File: src/rtl/text_lcd_pkg.sv
// Shared types and HD44780 command constants for the text LCD buffer controller.
package text_lcd_pkg;

  typedef enum logic [3:0] {
    S_POWER_WAIT,
    S_FUNC_SET,
    S_DISP_ON,
    S_ENTRY,
    S_CLEAR,
    S_CLEAR_WAIT,
    S_SET_ADDR,
    S_WRITE_CHAR,
    S_IDLE
  } lcd_state_e;

  localparam logic [7:0] CMD_FUNC_8B_2L = 8'h38;
  localparam logic [7:0] CMD_FUNC_8B_1L = 8'h30;
  localparam logic [7:0] CMD_DISP_ON    = 8'h0C;
  localparam logic [7:0] CMD_ENTRY_INC  = 8'h06;
  localparam logic [7:0] CMD_CLEAR      = 8'h01;
  localparam logic [7:0] CMD_SET_DDRAM  = 8'h80;
  localparam logic [7:0] CHAR_SPACE     = 8'h20;

  // DDRAM start address of a display line; lines 2/3 continue rows 0/1.
  function automatic logic [6:0] line_base(input logic [1:0] line, input int unsigned cols);
    logic [6:0] base;
    case (line)
      2'd0:    base = 7'h00;
      2'd1:    base = 7'h40;
      2'd2:    base = 7'(cols);
      default: base = 7'(32'h40 + cols);
    endcase
    return base;
  endfunction

endpackage

File: src/rtl/text_lcd_buf_ctrl_step_timer.sv
// Per-transaction step counter: paces the LCD bus and shapes the LCD_E strobe.
module lcd_step_timer #(
  parameter int unsigned STEP_CYCLES = 20
) (
  input  logic clk,
  input  logic resetn,
  input  logic run_i,
  output logic step_start_o,
  output logic step_end_o,
  output logic lcd_e_o
);

  localparam int unsigned SW = (STEP_CYCLES > 1) ? $clog2(STEP_CYCLES) : 1;

  logic [SW-1:0] step_cnt_q, step_cnt_d;
  logic          e_q, e_d;

  always_comb begin
    step_cnt_d = '0;
    if (run_i && (32'(step_cnt_q) != STEP_CYCLES - 1))
      step_cnt_d = step_cnt_q + 1'b1;
    // Strobe registered from the next count so it is high exactly for counts 1..STEP_CYCLES/2.
    e_d = (step_cnt_d != '0) && (32'(step_cnt_d) <= STEP_CYCLES / 2);
  end

  always_ff @(posedge clk or posedge resetn) begin
    if (resetn) begin
      step_cnt_q <= '0;
      e_q        <= 1'b0;
    end else begin
      step_cnt_q <= step_cnt_d;
      e_q        <= e_d;
    end
  end

  assign step_start_o = run_i && (step_cnt_q == '0);
  assign step_end_o   = run_i && (32'(step_cnt_q) == STEP_CYCLES - 1);
  assign lcd_e_o      = e_q;

endmodule

File: src/rtl/text_lcd_buf_ctrl.sv
// HD44780 8-bit controller repainting the panel from a LINES x COLS character buffer.
// Optional: define TEXT_LCD_DIRTY_REFRESH_EN to repaint only after buffer writes.
module text_lcd_buf_ctrl
  import text_lcd_pkg::*;
#(
  parameter int unsigned COLS         = 16,
  parameter int unsigned LINES        = 2,
  parameter int unsigned STEP_CYCLES  = 20,
  parameter int unsigned INIT_WAIT    = 70,
  parameter int unsigned CLEAR_WAIT   = 200,
  parameter int unsigned REFRESH_WAIT = 400
) (
  input  logic       clk,
  input  logic       resetn,
  input  logic       wr_en,
  input  logic [1:0] wr_line,
  input  logic [4:0] wr_col,
  input  logic [7:0] wr_char,
  output logic       busy,
  output logic       refresh_done,
  output logic       LCD_E,
  output logic       LCD_RS,
  output logic       LCD_RW,
  output logic [7:0] LCD_DATA
);

  localparam int unsigned MAX_WAIT =
    (INIT_WAIT > CLEAR_WAIT) ? ((INIT_WAIT > REFRESH_WAIT) ? INIT_WAIT : REFRESH_WAIT)
                             : ((CLEAR_WAIT > REFRESH_WAIT) ? CLEAR_WAIT : REFRESH_WAIT);
  localparam int unsigned WW = $clog2(MAX_WAIT + 1);
  localparam int unsigned LW = (LINES > 1) ? $clog2(LINES) : 1;
  localparam int unsigned CW = (COLS > 1) ? $clog2(COLS) : 1;

  lcd_state_e    state_q, state_d;
  logic [WW-1:0] wait_q, wait_d;
  logic [LW-1:0] line_q, line_d;
  logic [CW-1:0] col_q, col_d;
  logic          rs_q, rs_d;
  logic [7:0]    data_q, data_d;
  logic          refresh_done_q, refresh_done_d;
  logic [7:0]    buf_mem_q [LINES][COLS];

  logic          wr_accept, bus_state, step_start, step_end, refresh_go;
  logic          bus_rs;
  logic [7:0]    bus_data;

  assign wr_accept = wr_en && (32'(wr_line) < LINES) && (32'(wr_col) < COLS);
  assign bus_state = state_q inside {S_FUNC_SET, S_DISP_ON, S_ENTRY, S_CLEAR,
                                     S_SET_ADDR, S_WRITE_CHAR};

  lcd_step_timer #(.STEP_CYCLES(STEP_CYCLES)) u_step_timer (
    .clk          (clk),
    .resetn       (resetn),
    .run_i        (bus_state),
    .step_start_o (step_start),
    .step_end_o   (step_end),
    .lcd_e_o      (LCD_E)
  );

  always_ff @(posedge clk or posedge resetn) begin
    if (resetn) begin
      for (int unsigned l = 0; l < LINES; l++)
        for (int unsigned c = 0; c < COLS; c++)
          buf_mem_q[LW'(l)][CW'(c)] <= CHAR_SPACE;
    end else if (wr_accept) begin
      buf_mem_q[LW'(wr_line)][CW'(wr_col)] <= wr_char;
    end
  end

  always_comb begin
    state_d        = state_q;
    wait_d         = wait_q;
    line_d         = line_q;
    col_d          = col_q;
    refresh_done_d = 1'b0;
    bus_rs         = 1'b0;
    bus_data       = '0;
    case (state_q)
      S_POWER_WAIT: begin
        if (32'(wait_q) == INIT_WAIT - 1) begin
          state_d = S_FUNC_SET;
          wait_d  = '0;
        end else begin
          wait_d = wait_q + 1'b1;
        end
      end
      S_FUNC_SET: begin
        bus_data = (LINES == 1) ? CMD_FUNC_8B_1L : CMD_FUNC_8B_2L;
        if (step_end) state_d = S_DISP_ON;
      end
      S_DISP_ON: begin
        bus_data = CMD_DISP_ON;
        if (step_end) state_d = S_ENTRY;
      end
      S_ENTRY: begin
        bus_data = CMD_ENTRY_INC;
        if (step_end) state_d = S_CLEAR;
      end
      S_CLEAR: begin
        bus_data = CMD_CLEAR;
        if (step_end) state_d = S_CLEAR_WAIT;
      end
      S_CLEAR_WAIT: begin
        if (32'(wait_q) == CLEAR_WAIT - 1) begin
          state_d = S_SET_ADDR;
          wait_d  = '0;
          line_d  = '0;
          col_d   = '0;
        end else begin
          wait_d = wait_q + 1'b1;
        end
      end
      S_SET_ADDR: begin
        bus_data = CMD_SET_DDRAM | {1'b0, line_base(2'(line_q), COLS)};
        if (step_end) begin
          state_d = S_WRITE_CHAR;
          col_d   = '0;
        end
      end
      S_WRITE_CHAR: begin
        bus_rs   = 1'b1;
        bus_data = buf_mem_q[line_q][col_q];
        if (step_end) begin
          if (32'(col_q) == COLS - 1) begin
            col_d = '0;
            if (32'(line_q) == LINES - 1) begin
              state_d        = S_IDLE;
              line_d         = '0;
              refresh_done_d = 1'b1;
            end else begin
              state_d = S_SET_ADDR;
              line_d  = line_q + 1'b1;
            end
          end else begin
            col_d = col_q + 1'b1;
          end
        end
      end
      S_IDLE: begin
        // Counter parks at its terminal value until a repaint is allowed.
        if (32'(wait_q) == REFRESH_WAIT - 1) begin
          if (refresh_go) begin
            state_d = S_SET_ADDR;
            wait_d  = '0;
            line_d  = '0;
            col_d   = '0;
          end
        end else begin
          wait_d = wait_q + 1'b1;
        end
      end
      default: state_d = S_POWER_WAIT;
    endcase
    rs_d   = step_start ? bus_rs : rs_q;
    data_d = step_start ? bus_data : data_q;
  end

  always_ff @(posedge clk or posedge resetn) begin
    if (resetn) begin
      state_q        <= S_POWER_WAIT;
      wait_q         <= '0;
      line_q         <= '0;
      col_q          <= '0;
      rs_q           <= 1'b0;
      data_q         <= '0;
      refresh_done_q <= 1'b0;
    end else begin
      state_q        <= state_d;
      wait_q         <= wait_d;
      line_q         <= line_d;
      col_q          <= col_d;
      rs_q           <= rs_d;
      data_q         <= data_d;
      refresh_done_q <= refresh_done_d;
    end
  end

`ifdef TEXT_LCD_DIRTY_REFRESH_EN
  logic dirty_q, dirty_d, pass_start;

  assign pass_start = (state_q inside {S_IDLE, S_CLEAR_WAIT}) && (state_d == S_SET_ADDR);

  always_comb begin
    dirty_d = dirty_q;
    if (pass_start) dirty_d = 1'b0;
    if (wr_accept)  dirty_d = 1'b1;
  end

  always_ff @(posedge clk or posedge resetn) begin
    if (resetn) dirty_q <= 1'b0;
    else        dirty_q <= dirty_d;
  end

  assign refresh_go = dirty_q;
`else
  assign refresh_go = 1'b1;
`endif

  assign busy         = (state_q != S_IDLE);
  assign refresh_done = refresh_done_q;
  assign LCD_RS       = rs_q;
  assign LCD_RW       = 1'b0;
  assign LCD_DATA     = data_q;

endmodule

File: config.mk
export PLATFORM = sky130hd
export DESIGN_NAME = text_lcd_buf_ctrl
export DESIGN_NICKNAME = d
export VERILOG_FILES = /design/src/rtl/text_lcd_pkg.sv /design/src/rtl/text_lcd_buf_ctrl_step_timer.sv /design/src/rtl/text_lcd_buf_ctrl.sv
export SDC_FILE = /design/constraint.sdc
export NUM_CORES = 1
export LEC_CHECK = 0
export CAP_MARGIN = 20
export CORE_MARGIN = 3
export CORE_UTILIZATION = 40
export CTS_BUF_LIST = sky130_fd_sc_hd__clkbuf_16
export DETAILED_ROUTE_END_ITERATION = 12
export SYNTH_ARGS = -nofsm -noshare
export SYNTH_HDL_FRONTEND = slang
export SYNTH_SLANG_ARGS = --single-unit
File: constraint.sdc
create_clock -name clk -period 10.7 [get_ports clk]
set_clock_uncertainty 0.05 [all_clocks]
set_input_delay 2.14 -clock clk [delete_from_list [all_inputs] [get_ports clk]]
set_output_delay 2.14 -clock clk [all_outputs]
set_load 0.05 [all_outputs]
Yosys cells after proc, flatten, opt, wreduce, memory -nomap -nowiden
Cells that the tools add are included.
{"block": "word_totals", "ff_bits": 290, "inputBits": 18, "out_inout_bits": 13, "word_cells": 149}
{"block": "op_classes", "addsub": 4, "n_lt_le_gt_ge": 9, "eq_ne": 25, "n_mux": 47, "n_bitwise": 5, "n_reduce_logical": 18}
{"op": "128-bit 2-to-1 mux", "n": 4}
{"op": "256-bit bitwise mux", "n": 1}
{"op": "128-bit demux with 1-bit select", "n": 1}
{"op": "4-bit 2-to-1 mux", "n": 16}
{"op": "8-bit case mux with 6 select lines", "n": 1}
{"op": "4-bit case mux with 9 select lines", "n": 1}
{"op": "8-bit binary-select mux with 4-bit select", "n": 1}
{"op": "8-bit demux with 4-bit select", "n": 1}
{"op": "9-bit 2-to-1 mux", "n": 3}
{"op": "9-bit case mux with 3 select lines", "n": 1}
{"op": "8-bit 2-to-1 mux", "n": 3}
{"op": "2-bit inequality test (second input constant)", "n": 9}
{"op": "4-bit by 3-bit == test with 1-bit output (second input constant)", "n": 4}
{"op": "4-bit case mux with 4 select lines", "n": 1}
{"op": "7-bit case mux with 2 select lines", "n": 1}
{"op": "5-bit >= comparator (second input constant)", "n": 2}
{"op": "1-bit 2-to-1 mux", "n": 10}
{"op": "4-bit NOT with 5-bit output", "n": 2}
{"op": "10-bit AND reduction", "n": 1}
{"op": "5-bit AND reduction", "n": 2}
{"op": "9-bit by 1-bit adder with 9-bit output (second input constant)", "n": 1}
{"op": "9-bit by 7-bit == test with 1-bit output (second input constant)", "n": 1}
{"op": "9-bit by 8-bit == test with 1-bit output (second input constant)", "n": 1}
{"op": "9-bit == test (second input constant)", "n": 1}
{"op": "27 further kinds", "n": 39}

Longest topological paths before layout
Gate-level depths: netlist (run 1).
{"block": "depth", "word_depth": 8, "mapped_depth": 8, "depth_no_buf": 7}

By module
A second synthesis (run 1) with hierarchy kept.
{"block": "hier_totals", "hier_cells": 1039, "hier_area_um2": 13912.1}
{"module": "text_lcd_buf_ctrl", "instances": 1, "cells_each": 1002, "area_per_inst_um2": 13566.8, "seq_area_each_um2": 7146.9}
{"module": "lcd_step_timer", "instances": 1, "cells_each": 37, "area_per_inst_um2": 345.3, "seq_area_each_um2": 150.1}

Worst setup path after synthesis (run 1)
No wires, ideal clock.
{"block": "synth_timing", "path_type": "input to register", "startpoint": "in wr_line[1]", "endpoint": "reg buf_mem_q[152] (netlist name)", "setup_ns": 0.125, "t_arrival_ns": 3.419, "t_required_ns": 10.525, "setup_slack_ns": 7.106, "path_stages": 6, "n_path_buf": 1, "cell_sequence": "nor2_1 nand3b_1 or2_1 clkbuf_1 nor3_4 mux2_2"}
{"block": "synth_via", "elab_chain_cells": 3}
{"item": "start, declared", "line": "text_lcd_buf_ctrl.sv:16", "source": "input logic [1:0] wr_line,"}
{"item": "2-bit < comparator", "line": "text_lcd_buf_ctrl.sv:47", "source": "assign wr_accept = wr_en && (32'(wr_line) < LINES) && (32'(wr_col) < COLS);"}
{"item": "1-bit logical AND (2 in a row)", "line": "text_lcd_buf_ctrl.sv:47"}
{"item": "end signal, assigned by index", "line": "text_lcd_buf_ctrl.sv:66", "source": "buf_mem_q[LW'(wr_line)][CW'(wr_col)] <= wr_char;"}
{"item": "end, declared", "line": "text_lcd_buf_ctrl.sv:41", "source": "logic [7:0] buf_mem_q [LINES][COLS];"}
No other way between the ends.
A chain may end at the register's enable or synchronous reset.

Worst setup path in the final report (run 1)
{"block": "layout_timing", "startpoint": "reg state_q[0]", "endpoint": "out busy"}
{"block": "layout_via", "elab_chain_cells": 1}
{"item": "start, declared", "line": "text_lcd_buf_ctrl.sv:34", "source": "lcd_state_e state_q, state_d;"}
{"item": "start signal, assigned", "line": "text_lcd_buf_ctrl.sv:168", "source": "state_q <= state_d;"}
{"item": "4-bit inequality test", "line": "text_lcd_buf_ctrl.sv:199", "source": "assign busy = (state_q != S_IDLE);"}
{"item": "end, declared", "line": "text_lcd_buf_ctrl.sv:19", "source": "output logic busy,"}
No other way between the ends.

==> reports/summary.txt, run 1 <==
Worst path slowest cell = clkdlybuf4s50_1
H-tree depth = 2
Register area share after synthesis = 0.528
Drc violations = 0
Static Leak = 6.87 nW
Filler Cell Count = 3042
First-pass GRT wire length = 51400 um
Number of global-route vias before repair = 8554
Via count = 8279
Die area = 0.0368 mm2
Clock Tree Buf Depth = 3
Busiest layer in global routing = met2
Crit-path max cell delay = 0.72 ns
Switching Share = 0.222
Vias per inst = 5.58
Slew of the pin with the lowest slew margin = 0.923 ns
Yosys cell types = 61
Core Rows = 67
CP Class = register to output port
FF+latch count, synth = 290
Final Hold Vio Count = 0
Setup Buffers After CTS = 0
Final HPWL DP = 20800 um
CTS buffer count = 34
Status = complete, no violations
Combinational share of power = 0.069
Net Count, Synth = 1017
Syn Inst Count = 994
RSZ-0062 raised after global routing = no
Placed instance area = 0.0145 mm2
Synth Flop Type = dfrtp_1
Congestion Overflow GR = 0
Slew headroom = 0.385
Met2 GRT Util = 0.281
Core Area = 0.0338 mm2
Routing usage on met1 = 0.272
Clock network power share = 0.455
Initial Utilization = 0.409
Asr flop ratio synth = 1.00
Area grow syn2layout = 13.0%
Final Cell Area = 0.0156 mm2
Clk root buf = clkbuf_16
Hold slack = 0.432 ns
Total Neg Setup Slack = 0 ns
# diodes = 0
Num Clock Sinks = 290
RD Place Congestion = 0.774
Final period utilization = 0.436
Synth Area in Adders = 0.00452
Wire length per cell = 22.1 um
Post-synthesis mux area share = 0.323
Largest family of logic cells by synthesized area = multiplexers
Largest net degree at the start of global routing = 98
Max FO, Critical Path = 18
Yosys warns = 0
Min-Delay Path Class = register to register
Synth Area in Simple Gates = 0.0643
Psw = 569 uW
Initial antenna violation count = 1
Area fraction in compound gates after synthesis = 0.0447
Max Clk Rate = 214 MHz
Internal power = 1.99 mW
Cell breakdown of the critical path = or4b_4 -> clkdlybuf4s50_1
Max cap viols = 0
Die Ht = 192 um
Post-route ant nets = 0
Top-Level Pins = 31
Setup-failing EPs final = 0
Worst Setup Start Kind = register
Fin. max-slew vios = 0
Power Density = 164 mW/mm2
CTS-repair resized insts = 0
Synth Area in XOR/XNOR = 0.00633
CP Data Required Time = 8.51 ns
Met3 GRT Util = 0.0270
Drt first pass iters = 5
Worst EP arrival = 2.48 ns
GRT Total Usage = 0.182
NumNets Final = 1034
IO Port Bufs = 29
Total power draw = 2.56 mW
Worst setup EP type = output port
Clock transition at the registers of the reported paths = 0.05 ns
Period minus WS final = 4.67 ns
Final WS setup = 6.03 ns
CTS tree = built
Die W = 192 um
Hold_buf cts = 0
Share of layout cells above drive strength 1 = 0.409
WL final = 32700 um
Mapped Area = 0.0138 mm2
1st-iter DRT viols = 452
Post-Syn Area per Cell = 13.9 um2
Post-synth EDFFs = 0
Reg power frac = 0.476
Peak VDD IR = 0.0902 mV
Pre-CTS setup slack = 5.75 ns
Skew-Pair Late Insertion Delay = 0.51 ns
metrics by stage:
| step | utilization | cells |
|---|---|---|
| 2_1_floorplan | - | 994 |
| 3_3_place_gp | 0.428 | 1420 |
| 3_5_place_dp | 0.429 | 1422 |
| 4_1_cts | 0.462 | 1482 |
| 5_1_grt | 0.462 | 1483 |
| 6_report | 0.462 | 1483 |
layer usage:
layer / part of all wire / wire length, um
met1: 0.50 / 16200
met2: 0.45 / 14700
met3: 0.038 / 1240
met4: 0.018 / 598
met5: 0.00040 / 13
state kept, by name (all words and copies together) (netlist names):
name	count
LCD_DATA	8
LCD_RS	1
buf_mem_q	256
col_q	4
line_q	1
refresh_done	1
state_q	4
u_step_timer.lcd_e_o	1
u_step_timer.step_cnt_q	5
wait_q	9
final cells by class:
cell class	instances	area [um2]	share of cell area
well taps	448	561	0.0359
inverters	14	60.1	0.00384
multi-input cells	625	6130	0.392
repair buffers	46	445	0.0285
clock buffers	37	926	0.0593
flip-flops and latches	290	7300	0.467
clock inverters	23	199	0.0127
placed cells by master (no fill, tap or decap), types with 6 or more instances in the layout:
cell type,count
xnor2_1,7
nor2_1,28
nor3_1,13
mux2i_1,54
a221oi_1,6
buf_4,15
dfrtp_1,256
inv_1,20
clkinv_1,8
nand2b_1,8
mux4_2,45
mux2_2,257
o22ai_1,12
a21oi_1,19
dfstp_2,32
clkdlybuf4s50_1,29
o21ai_0,15
nor2_2,6
nor4_1,10
clkbuf_16,37
nand3_1,10
nand2_1,50
synthesized netlist by cell type, drive strengths merged (12+ instances only):
cell | count | area, um2
inv | 13 | 48.8
mux4 | 45 | 1010
mux2 | 259 | 2920
o22ai | 12 | 75.1
nand2 | 50 | 188
nor2 | 34 | 143
a21oi | 19 | 95.1
mux2i | 54 | 541
nor3 | 15 | 97.6
dfrtp | 258 | 6460
clkbuf | 36 | 135
buf | 29 | 210
o21ai | 17 | 85.1
dfstp | 32 | 841
cell families after synthesis:
| group | Yosys count |
|---|---|
| compound gates | 87 |
| xor+xnor | 10 |
| fa+ha+maj | 5 |
| buf+inv | 79 |
| flops | 290 |
| mux | 358 |
| other cells | 1 |
| simple gates | 164 |
final timing paths:
kind,slack (ns),to,startpoint,depth (start not counted)
min in group asynchronous,2.11,wait_q[0]$_DFFE_PP0P_,resetn,2
max reg2reg,7.47,LCD_DATA[5]$_DFFE_PP0P_,line_q$_DFFE_PP0P_,5
min,0.43,LCD_RS$_DFFE_PP0P_,LCD_RS$_DFFE_PP0P_,2
max in group asynchronous,6.40,buf_mem_q[216]$_DFFE_PP0P_,resetn,4
min reg2reg,0.43,LCD_RS$_DFFE_PP0P_,LCD_RS$_DFFE_PP0P_,2
max,6.03,busy,state_q[0]$_DFFE_PP0P_,2
worst max-delay path, delay by kind of cell (launching register included):
kind                   cells  cell delay (ns)
buffers and inverters      1             0.72
flip-flops                 1             0.59
AND/OR/NAND/NOR            1             0.66
power by group through the flow:
stage | Clock (mW) | Sequential, mW | Combinational, mW
CTS | 1.19 | 1.22 | 0.179
floorplan | 0 | 1.23 | 0.133
global route | 1.24 | 1.23 | 0.194
finish | 1.16 | 1.22 | 0.177
global placement | 0 | 1.24 | 0.172
detailed placement | 0 | 1.24 | 0.179
Note: power is estimated with default switching activity, not from simulation.
==> run 2, diff against run 1 <==
- clock period: 10.7 -> 4.5 ns (I/O delays scaled with it)
==> run 2 against run 1 <==
Net effect:
- register-to-register slack lost 5.9 ns
- global-route usage shrank 0.11 points
- combinational power grew 140%
- sequential cell count is the same
- non-clock buffer count grew 5
- critical path depth is the same
- largest cell class unchanged
==> reports/summary.txt, run 2 (synthesis results as in run 1) <==
Final Cell Area = 0.0156 mm2
GRT Total Usage = 0.180
Period minus WS final = 3.49 ns
Max Clk Rate = 286 MHz
R2R depth = 5
Fin. max-slew vios = 0
WHS Endpoint = LCD_RS$_DFFE_PP0P_
Number of global-route vias before repair = 8518
Worst EP arrival = 2.54 ns
Placed instance area = 0.0146 mm2
Register with the most flip-flops = buf_mem_q
Hold Startpoint = LCD_RS$_DFFE_PP0P_
Vias per inst = 5.63
CP Data Required Time = 3.55 ns
RR Endpoint = state_q[2]$_DFFE_PP0P_
Hold_buf cts = 0
Worst setup EP type = output port
Die area = 0.0368 mm2
Peak VDD IR = 0.302 mV
Worst reg2reg setup slack = 1.62 ns
Most frequent cells in the layout = mux2_2, dfrtp_1, mux2i_1
Pre-CTS setup slack = 1.32 ns
Power Density = 376 mW/mm2
CP Class = register to output port
Congestion Overflow GR = 0
Status = complete, no violations
NumNets Final = 1036
Final WS setup = 1.01 ns
CTS buffer count = 31
# diodes = 0
Slew headroom = 0.267
Largest register FFs = 256
Worst r2r src = col_q[1]$_DFFE_PP0P_
Die W = 192 um
Skew-Pair Late Insertion Delay = 0.57 ns
Filler Cell Count = 3007
Share of layout cells above drive strength 1 = 0.408
Area grow syn2layout = 12.8%
Clock Tree Buf Depth = 3
Setup-failing EPs final = 0
H-tree depth = 1
Num Clock Sinks = 290
Min-Delay Path Depth = 2
Static Leak = 6.85 nW
Final Hold Vio Count = 0
Top-Level Pins = 31
RSZ-0062 raised after global routing = no
Largest net degree at the start of global routing = 63
Final HPWL DP = 21400 um
Clock transition at the registers of the reported paths = 0.06 ns
WL final = 32400 um
Initial Utilization = 0.409
Worst Setup Start Kind = register
Hold slack = 0.429 ns
Setup Buffers After CTS = 0
Clk root buf = clkbuf_16
First-pass GRT wire length = 51500 um
Inst Count DP = 1427
Core Area = 0.0338 mm2
Fin cells = 1486
Commonest non-fill, non-tap cell in the layout = mux2_2
CTS-repair resized insts = 0
CTS tree = built
Max FO, Critical Path = 18
Drt first pass iters = 5
Max cap viols = 0
Wire length per cell = 21.8 um
Register area = 0.00730 mm2
Initial antenna violation count = 0
Final period utilization = 0.776
IO Port Bufs = 29
Multi-input gate area = 0.00613 mm2
Min-Delay Path Class = register to register
Via count = 8359
Slew of the pin with the lowest slew margin = 1.10 ns
Core Rows = 67
1st-iter DRT viols = 385
Die Ht = 192 um
Drc violations = 0
Post-route ant nets = 0
RD Place Congestion = 0.782
## run 2: cell count changes in the layout (fill, tap and decap cells not counted), sizes merged
cell and delta:
inv +2, clkbuf -6, clkinv +2, buf +5
## run 2: worst max-delay path by stage
stage | startpoint | endpoint | slack [ns] | depth (start not counted)
detailed placement | wr_col[1] | buf_mem_q[170]$_DFFE_PP0P_ | 1.32 | 4
global route | state_q[0]$_DFFE_PP0P_ | busy | 0.94 | 2
global placement | wr_col[1] | buf_mem_q[172]$_DFFE_PP0P_ | 1.33 | 4
floorplan | resetn | LCD_DATA[0]$_DFFE_PP0P_ | -0.27 | 1
finish | state_q[0]$_DFFE_PP0P_ | busy | 1.01 | 2
CTS | state_q[0]$_DFFE_PP0P_ | busy | 0.98 | 2
## run 2: critical path, cell delays in order, from the launching register on
cell and delay (ns):
dfrtp_1 0.60, or4b_4 0.66, clkdlybuf4s50_1 0.72
## run 2: routing by layer
metal / global-route usage / up-vias / part of all wire
met5: 0 / - / 0
met4: 0.0378 / 0 / 0.020
met3: 0.0252 / 47 / 0.035
li1: - / 3734 / -
met2: 0.277 / 144 / 0.45
met1: 0.274 / 4434 / 0.49
## run 2: metrics by stage
stage / power, mW / utilization / setup TNS [ns]
floorplan: 3.23 / - / -69.93
global placement: 3.37 / 0.432 / 0
detailed placement: 3.38 / 0.432 / 0
CTS: 5.93 / 0.462 / 0
global route: 6.09 / 0.462 / 0
finish: 5.87 / 0.462 / 0
## run 2: layout make-up
| cell class | instances | share of cell area |
|---|---|---|
| Inverter | 14 | 0.00361 |
| Tap cell | 448 | 0.0359 |
| Timing Repair Buffer | 51 | 0.0348 |
| Multi-Input combinational cell | 625 | 0.393 |
| Sequential cell | 290 | 0.468 |
| Clock inverter | 27 | 0.0148 |
| Clock buffer | 31 | 0.0497 |
## run 2: power by group
part / internal (mW) / switching (mW) / total (mW)
Clock: 1.48 / 1.06 / 2.54
Combinational: 0.227 / 0.199 / 0.425
Sequential: 2.81 / 0.0889 / 2.90
Total: 4.52 / 1.35 / 5.87
